<file path="config.mk">
export PLATFORM = sky130hd
export DESIGN_NAME = ex_mem_stage_buf
export DESIGN_NICKNAME = d
export VERILOG_FILES = /design/src/rtl/ex_mem_stage_buf.sv
export SDC_FILE = /design/constraint.sdc
export NUM_CORES = 1
export LEC_CHECK = 0
export BUFFER_PORTS_ARGS = -buffer_cell sky130_fd_sc_hd__clkbuf_2
export CORE_AREA = 4 4 147 149
export CTS_CLUSTER_DIAMETER = 150
export DETAILED_ROUTE_END_ITERATION = 7
export DIE_AREA = 0 0 151 153
export GPL_ROUTABILITY_DRIVEN = 0
export GPL_TIMING_DRIVEN = 0
export PLACE_DENSITY = 0.8
export SLEW_MARGIN = 10
export SYNTH_ARGS = -nofsm -noshare
export SYNTH_HDL_FRONTEND = slang
export SYNTH_SLANG_ARGS = --single-unit
</file>
<file path="constraint.sdc">
create_clock -name clk -period 1.8 [get_ports clk]
set_clock_uncertainty 0.05 [all_clocks]
set_input_delay 0.36 -clock clk [delete_from_list [all_inputs] [get_ports clk]]
set_output_delay 0.36 -clock clk [all_outputs]
set_load 0.05 [all_outputs]
</file>
<file path="src/rtl/ex_mem_stage_buf.sv">
// EX->MEM pipeline stage register with valid/ready handshake, synchronous flush and
// an optional 2-entry skid buffer that keeps in_ready off the combinational path.
module ex_mem_stage_buf #(
  parameter int DATA_W = 32,
  parameter int REG_W  = 5,
  parameter int WB_W   = 2,
  parameter int M_W    = 3,
  parameter int SKID   = 1
) (
  input  logic              clk,
  input  logic              rst_n,
  input  logic              flush,
  input  logic              in_valid,
  output logic              in_ready,
  input  logic [WB_W-1:0]   WB_in,
  input  logic [M_W-1:0]    M_in,
  input  logic [DATA_W-1:0] ALU_result_in,
  input  logic [DATA_W-1:0] ALU_src2_in,
  input  logic              ALU_zero_in,
  input  logic [DATA_W-1:0] PC_in,
  input  logic [REG_W-1:0]  REG_dst_in,
  output logic              out_valid,
  input  logic              out_ready,
  output logic [WB_W-1:0]   WB_out,
  output logic [M_W-1:0]    M_out,
  output logic [DATA_W-1:0] ALU_result_out,
  output logic [DATA_W-1:0] ALU_src2_out,
  output logic              ALU_zero_out,
  output logic [DATA_W-1:0] PC_out,
  output logic [REG_W-1:0]  REG_dst_out
);

  localparam int C_W = WB_W + M_W;
  localparam int P_W = C_W + 3 * DATA_W + 1 + REG_W;

  logic [P_W-1:0]  in_pl, h_pl, s_pl;
  logic            h_valid, s_valid, rdy_q;
  logic            h_valid_d, s_valid_d;
  logic            h_load_in, h_load_s, s_load;
  logic            accept;
  logic [WB_W-1:0] h_wb;
  logic [M_W-1:0]  h_m;

  assign in_pl = {WB_in, M_in, ALU_result_in, ALU_src2_in, ALU_zero_in, PC_in, REG_dst_in};

  // With the skid buffer, ready is a flop so EX never sees MEM's stall combinationally.
  assign in_ready = (SKID != 0) ? rdy_q : (~h_valid | out_ready);
  assign accept   = in_valid & in_ready & ~flush;

  always_comb begin
    h_valid_d = h_valid;
    s_valid_d = s_valid;
    h_load_in = 1'b0;
    h_load_s  = 1'b0;
    s_load    = 1'b0;
    if (flush) begin
      h_valid_d = 1'b0;
      s_valid_d = 1'b0;
    end else if (SKID != 0) begin
      if (!h_valid) begin
        if (accept) begin
          h_load_in = 1'b1;
          h_valid_d = 1'b1;
        end
      end else if (out_ready) begin
        if (s_valid) begin
          h_load_s  = 1'b1;
          s_load    = accept;
          s_valid_d = accept;
        end else if (accept) begin
          h_load_in = 1'b1;
        end else begin
          h_valid_d = 1'b0;
        end
      end else if (accept) begin
        s_load    = 1'b1;
        s_valid_d = 1'b1;
      end
    end else begin
      s_valid_d = 1'b0;
      if (accept) begin
        h_load_in = 1'b1;
        h_valid_d = 1'b1;
      end else if (out_ready) begin
        h_valid_d = 1'b0;
      end
    end
  end

  always_ff @(posedge clk or negedge rst_n) begin
    if (!rst_n) begin
      h_valid <= 1'b0;
      s_valid <= 1'b0;
      rdy_q   <= 1'b1;
      h_pl    <= '0;
      s_pl    <= '0;
    end else begin
      h_valid <= h_valid_d;
      s_valid <= s_valid_d;
      rdy_q   <= ~s_valid_d;
      if (h_load_s) begin
        h_pl <= s_pl;
      end else if (h_load_in) begin
        h_pl <= in_pl;
      end
      if (s_load) begin
        s_pl <= in_pl;
      end
      // Flush clears only the control fields; data is don't-care once invalid.
      if (flush) begin
        h_pl[P_W-1 -: C_W] <= '0;
        s_pl[P_W-1 -: C_W] <= '0;
      end
    end
  end

  assign {h_wb, h_m, ALU_result_out, ALU_src2_out, ALU_zero_out, PC_out, REG_dst_out} = h_pl;

  assign out_valid = h_valid;
  assign WB_out    = h_valid ? h_wb : '0;
  assign M_out     = h_valid ? h_m  : '0;

endmodule
</file>
==> qor.yml, run 1 <==
drt:
  drt_iter0_drc: 379
  routedWlPerCell_um: 16.3
  drt_first_pass_iters: 7
  vias: 7508
  drc: 0
  viasPerCell: 5.06
  routed_wl_mm: 24.2
  final_antenna_net_count: 0
synthesis:
  synth_area_leaders: "dfrtp_1 (55%), mux2_2 (12%), buf_4 (8.4%)"
  synth_compound_area_share_pct: 7.70
  synthSimpleGateAreaFrac_pct: 13.9
  synthAdderAreaFrac_pct: 0
  synth_top_family_by_area: "simple AND/OR/NAND/NOR gates"
  ys_seq_elements: 217
  synth_top_area_share_pct: 55.5
  synth_area_leader_cell: "dfrtp_1"
  synth.area.mux_share_pct: 11.9
  synthDistinctLibCells: 29
  synth.yosys.warnings: 0
  synthXorXnorAreaFrac_pct: 0
  syn_avg_cell_area_sq_um: 10.3
  syn_nets: 1054
  netlist_instances: 942
  synth-seq-area-share_pct: 55.7
  netlist_area_sq_um: 9750
run_status:
  status: "finished, violations left"
  violations: "negative setup slack"
timing:
  finalHoldViolCount: 0
  rsz0062_at_grt: "true"
  fmax_mhz: 527
  layout_setup_ws_ps: -98.1
  setup_viol: 105
  slew_headroom_pct: 63.6
  period_share_pct: 105
  min_period_ps: 1900
  whs_ps: 34.7
  maxSlewViolCount: 0
  timing.setup.tns_ps: -5490
  max_slew.worst_pin.slew_ps: 547
cells_and_area:
  fin_nets: 1311
  area_delta_synth_final_pct: 29.1
  design_area_sq_um: 12600
  final_cells: 1485
  filler_cell_count: 1610
  utilization_pct: 62.4
  seq_area_sq_um: 5430
  multi_input_area_sq_um: 3430
  drive_gt1_share_pct: 44.4
worst_setup_path:
  crit_required_ps: 2120
  reg2reg_depth: 5
  worst_setup_path_end_kind: "flip-flop"
  reg2reg_slack_ps: -100
  cp_max_fo: 10
  crit_start: "in_ready"
  endpoint: "s_pl[51]"
  worstSetupPathType: "reg -> reg"
  cp-start-kind: "flip-flop"
  crit_arrival_ps: 2220
  reg2reg_from: "in_ready"
  r2r-end: "s_pl[51]"
global_routing:
  grt.total_usage_pct: 20.2
  grt_pass1_wl_mm: 38.3
  grt_max_degree: 101
  antenna_found_initial: 2
  gr-total-overflow: 0
  grt_pass1_vias: 7653
cts:
  cts.sinks: 217
  clock-root-buffer: "clkbuf_16"
  htree_levels: 1
  clock_latency_ps: 490
  clockBufferDepth: 3
  cts_buffers: 23
  cts.clk_slew.worst_paths_ps: 60
  cts_tree: "built"
power_and_ir_drop:
  p_total_mw: 16.2
  p_leak_nw: 6.08
  ir_drop_v: 0.00111
  powerDensity_nw_per_um2: 1290
floorplan:
  start_util_pct: 48.3
  die_h_um: 153
  die_x_um: 151
  io_pins: 221
  rows: 52
  fp.coreArea_sq_um: 20200
  die_area_sq_um: 23100
placed_design:
  port_buffers: 220
  numPlacedInstances: 1434
  dpl.hpwl_mm: 16.5
  place_ws_ps: -420
  placed_cell_area_sq_um: 11300
worst_hold_path:
  hp-class: "in -> reg"
run:
  drv_cap: 0
==> layout by cell type (no fill, tap or decap), drive strengths merged <==
master,instances
mux2i,1
diode,2
dlygate4sd3,1
clkinv,4
o31ai,1
and4b,1
a311oi,1
o21ai,7
and2,5
nand2b,7
clkbuf,272
a22oi,3
a221oi,1
mux2,102
buf,151
nor2b,2
dfrtp,216
nand4b,1
or2,1
nor2,103
nand2,218
bufinv,2
nor3,2
a21oi,3
a31oi,103
dfstp,1
o2bb2ai,1
and4bb,1
inv,2
==> flip-flops by register name, summed over array words and instances, names as in the netlist <==
register   count
h_pl         107
s_pl         107
in_ready       1
out_valid      1
s_valid        1
==> synth_stat cells <==
master / instances
a21oi_1: 3
a221oi_1: 1
a22oi_1: 3
a311oi_1: 1
a31oi_1: 103
and2_1: 5
and4b_1: 1
and4bb_1: 1
buf_2: 27
buf_4: 109
buf_6: 1
clkbuf_1: 23
dfrtp_1: 216
dfstp_2: 1
inv_1: 1
mux2_2: 102
mux2i_1: 1
nand2_1: 218
nand2b_1: 7
nand4b_1: 1
nor2_1: 103
nor2b_1: 2
nor3_1: 1
nor3_4: 1
o21ai_0: 5
o21ai_1: 2
o2bb2ai_1: 1
o31ai_1: 1
or2_2: 1
==> cell families (layout without fill, tap and decap cells) <==
family / Yosys count / after routing
and+or+nand+nor: 341 / 341
DFF: 217 / 217
buffers and inverters: 161 / 432
AOI/OAI and AO/OA: 120 / 120
muxes: 103 / 103
other: 0 / 2
==> layout make-up <==
type	count	share of cell area, %
Sequential cell	217	43.2
Clock inverter	7	0.706
Buffer	158	10.1
Timing Repair Buffer	234	10.7
Tap cell	270	2.68
Antenna cell	2	0.0398
Clock buffer	32	5.40
Inverter	1	0.0298
Multi-Input combinational cell	564	27.2
==> critical path, cell delays in order, from the launching register on <==
cell and delay [ps]:
dfstp_2 570, nand2_2 70, and4bb_4 420, clkbuf_16 190
buf_12 140, mux2_2 340
==> power by group <==
part           total (mW)  switching, mW  internal (mW)
clock                4.78           1.88           2.91
combinational        4.77           2.79           1.98
sequential           6.69          0.636           6.05
total                16.2           5.30           10.9
==> per-layer routing <==
| layer | GRT usage (%) | routed length (um) | part of all wire, % | vias to the layer above |
|---|---|---|---|---|
| li1 | - | - | - | 3590 |
| met5 | 0 | 0 | 0 | - |
| met3 | 3.14 | 1410 | 5.8 | 46 |
| met1 | 25.8 | 9780 | 40 | 3669 |
| met4 | 6.00 | 642 | 2.7 | 0 |
| met2 | 35.4 | 12300 | 51 | 203 |
==> how the worst min path moves through the flow <==
stage | from | to | slack, ps | cells after the start
3_3_place_gp | s_pl[106] | h_pl[106] | 410 | 2
5_1_grt | ALU_result_in[25] | h_pl[95] | 40 | 3
2_1_floorplan | rst_n | h_pl[0] | 10 | 0
3_5_place_dp | rst_n | h_pl[91] | 200 | 1
6_report | M_in[1] | s_pl[103] | 30 | 3
4_1_cts | M_in[1] | s_pl[103] | 20 | 3
==> what timing repair did <==
action | in CTS | in global routing
resized for setup | 55 | 86
buffers inserted | 8 | 1
hold buffers | 1 | 0
setup endpoints to repair | 201 | 210
gates cloned | 0 | 2
pin swaps | 2 | 1
endpoints found under the hold margin | 19 | 0
Power figures use the tool's default switching activity.
==> inputs of run 2 (changes only) <==
- CORE_AREA: 4 4 147 149 -> 4 4 145 147
- CTS_BUF_LIST: not set -> sky130_fd_sc_hd__clkbuf_8
- DIE_AREA: 0 0 151 153 -> 0 0 149 151
- PLACE_DENSITY: 0.8 -> 0.82
==> run 2 against run 1 <==
Net effect:
- the flow still finishes with violations (negative setup slack)
- register-to-register slack better by 30 ps
- count of clock-buffer cells in the layout is 11 higher
- non-clock buffer count is 16 higher
- sequential cell count stayed put
- largest power group unchanged
- highest routed layer unchanged
==> qor.yml, run 2 (synthesis results as in run 1) <==
worst_hold_path:
  hp-class: "in -> reg"  # unchanged
cts:
  cts_buffers: 37  # was 23
  clockBufferDepth: 3  # unchanged
  clock-root-buffer: "clkbuf_8"  # was clkbuf_16
  cts.clk_slew.worst_paths_ps: 60  # about the same
  htree_levels: 2  # was 1
  cts_tree: "built"  # unchanged
  clock_latency_ps: 520  # was 490 ps
  cts.sinks: 217  # unchanged
floorplan:
  die_area_sq_um: 22500  # was 23100 sq um
  die_x_um: 149  # was 151 um
  io_pins: 221  # unchanged
  die_h_um: 151  # was 153 um
  fp.coreArea_sq_um: 19900  # was 20200 sq um
  rows: 52  # unchanged
  start_util_pct: 49.0  # was 48.3%
worst_setup_path:
  critPathSlowestCell: "dfstp_2"  # unchanged
  crit_buf_inv: 2  # unchanged
  cp-start-kind: "flip-flop"  # unchanged
  crit_arrival_ps: 2210  # was 2220 ps
  cp_cell_sequence: "nand2_2 -> and4bb_4 -> buf_12 -> buf_8 -> mux2_2"  # was nand2_2 -> and4bb_4 -> clkbuf_16 -> buf_12 -> mux2_2
  crit_required_ps: 2140  # was 2120 ps
  cp_max_fo: 10  # unchanged
  slowest_delay_ps: 570  # about the same
  worst_setup_path_end_kind: "flip-flop"  # unchanged
  worstSetupPathType: "reg -> reg"  # unchanged
  crit_family: "flip-flops"  # unchanged
timing:
  maxSlewViolCount: 0  # unchanged
  period_share_pct: 104  # was 105%
  max_slew.worst_pin.slew_ps: 525  # was 547 ps
  timing.setup.tns_ps: -2290  # was -5490 ps
  setup_viol: 44  # was 105
  rsz0062_at_grt: "true"  # unchanged
  slew_headroom_pct: 65.0  # was 63.6%
  fmax_mhz: 535  # was 527 MHz
  finalHoldViolCount: 0  # unchanged
  min_period_ps: 1870  # was 1900 ps
  layout_setup_ws_ps: -68.2  # was -98.1 ps
drt:
  routedWlPerCell_um: 16.3  # about the same
  vias: 7721  # was 7508
  final_antenna_net_count: 0  # unchanged
  routed_wl_mm: 24.9  # was 24.2 mm
  drc: 0  # unchanged
  viasPerCell: 5.07  # was 5.06
  drt_first_pass_iters: 5  # was 7
  drt_iter0_drc: 270  # was 379
global_routing:
  grt.total_usage_pct: 21.6  # was 20.2%
  gr-total-overflow: 0  # unchanged
  grt_pass1_vias: 7806  # was 7653
  antenna_found_initial: 0  # was 2
  grt_pass1_wl_mm: 38.9  # was 38.3 mm
  grt_max_degree: 106  # was 101
cells_and_area:
  fin_nets: 1341  # was 1311
  final_cell_mix: "clkbuf_2 (226), nand2_1 (217), dfrtp_1 (216), buf_4 (121), a31oi_1 (102)"  # was clkbuf_2 (230), nand2_1 (217), dfrtp_1 (216), buf_4 (119)
  top_regs: "h_pl (107), s_pl (107)"  # unchanged
  num_antenna_cells: 0  # was 2
  layout_commonest_cell: "clkbuf_2"  # unchanged
  drive_gt1_share_pct: 45.8  # was 44.4%
  area_delta_synth_final_pct: 32.4  # was 29.1%
power_and_ir_drop:
  ir_drop_v: 0.000573  # was 0.00111 V
  powerDensity_nw_per_um2: 1230  # was 1290 nW/um^2
  p_leak_nw: 6.29  # was 6.08 nW
  p_total_mw: 15.8  # was 16.2 mW
run_status:
  status: "finished, violations left"  # unchanged
  violations: "negative setup slack"  # unchanged
placed_design:
  port_buffers: 220  # unchanged
  dpl.hpwl_mm: 16.5  # about the same
run:
  drv_cap: 0  # unchanged
[run 2: final timing paths]
| path | from | cells after the start | to | slack, ps |
|---|---|---|---|---|
| max | in_ready | 5 | s_pl[44] | -70 |
| min | ALU_result_in[3] | 3 | h_pl[73] | 40 |
| max reg2reg | in_ready | 5 | s_pl[44] | -70 |
| min reg2reg | s_pl[103] | 2 | h_pl[103] | 440 |
| max in group asynchronous | rst_n | 3 | h_pl[91] | 630 |
| min in group asynchronous | rst_n | 2 | s_pl[38] | 280 |
[run 2: what timing repair did]
action,CTS,global route
setup buffers,15,4
pin swaps,2,1
cloned,4,5
setup endpoints to repair,209,211
hold endpoints to repair,34,0
hold buffers,3,0
resized for setup,87,114
[run 2: stage by stage]
stage / utilization (%) / instance area (sq um) / hold slack, ps / setup WS (ps) / cells
global route: 64.8 / 12900 / 9.29 / -104 / 1524
global placement: 56.4 / 11200 / 414 / -3900 / 1432
detailed placement: 56.7 / 11300 / 245 / -457 / 1434
CTS: 62.6 / 12500 / 4.63 / -74.5 / 1518
floorplan: - / 9780 / 14.4 / -107 / 942
finish: 64.8 / 12900 / 35.2 / -68.2 / 1524
[run 2: worst reg2reg max path, cell delays in order (launching register included)]
cell and delay (ps):
dfstp_2 570, nand2_2 60, and4bb_4 390, buf_12 170
buf_8 160, mux2_2 340
[run 2: area by class of cell]
cell class	count	area (sq um)
buffer	157	1310
clock buffer	43	592
clock inverter	21	114
fill	1550	7000
inverter	1	3.75
multi-input combinational	564	3510
sequential	217	5430
tap	270	338
timing repair buffer	251	1610
[run 2: per-layer routing]
layer	GRT usage, %	routed length (um)
met5	0	0
met4	8.79	932
met3	4.22	1340
met2	36.9	12700
met1	27.0	9900
[run 2: report_power, final]
part | total (mW) | switching, mW | internal [mW] | leakage, nW
Combinational | 4.92 | 2.82 | 2.09 | 3.34
Sequential | 6.69 | 0.638 | 6.05 | 2.54
Clock | 4.23 | 1.92 | 2.31 | 0.419
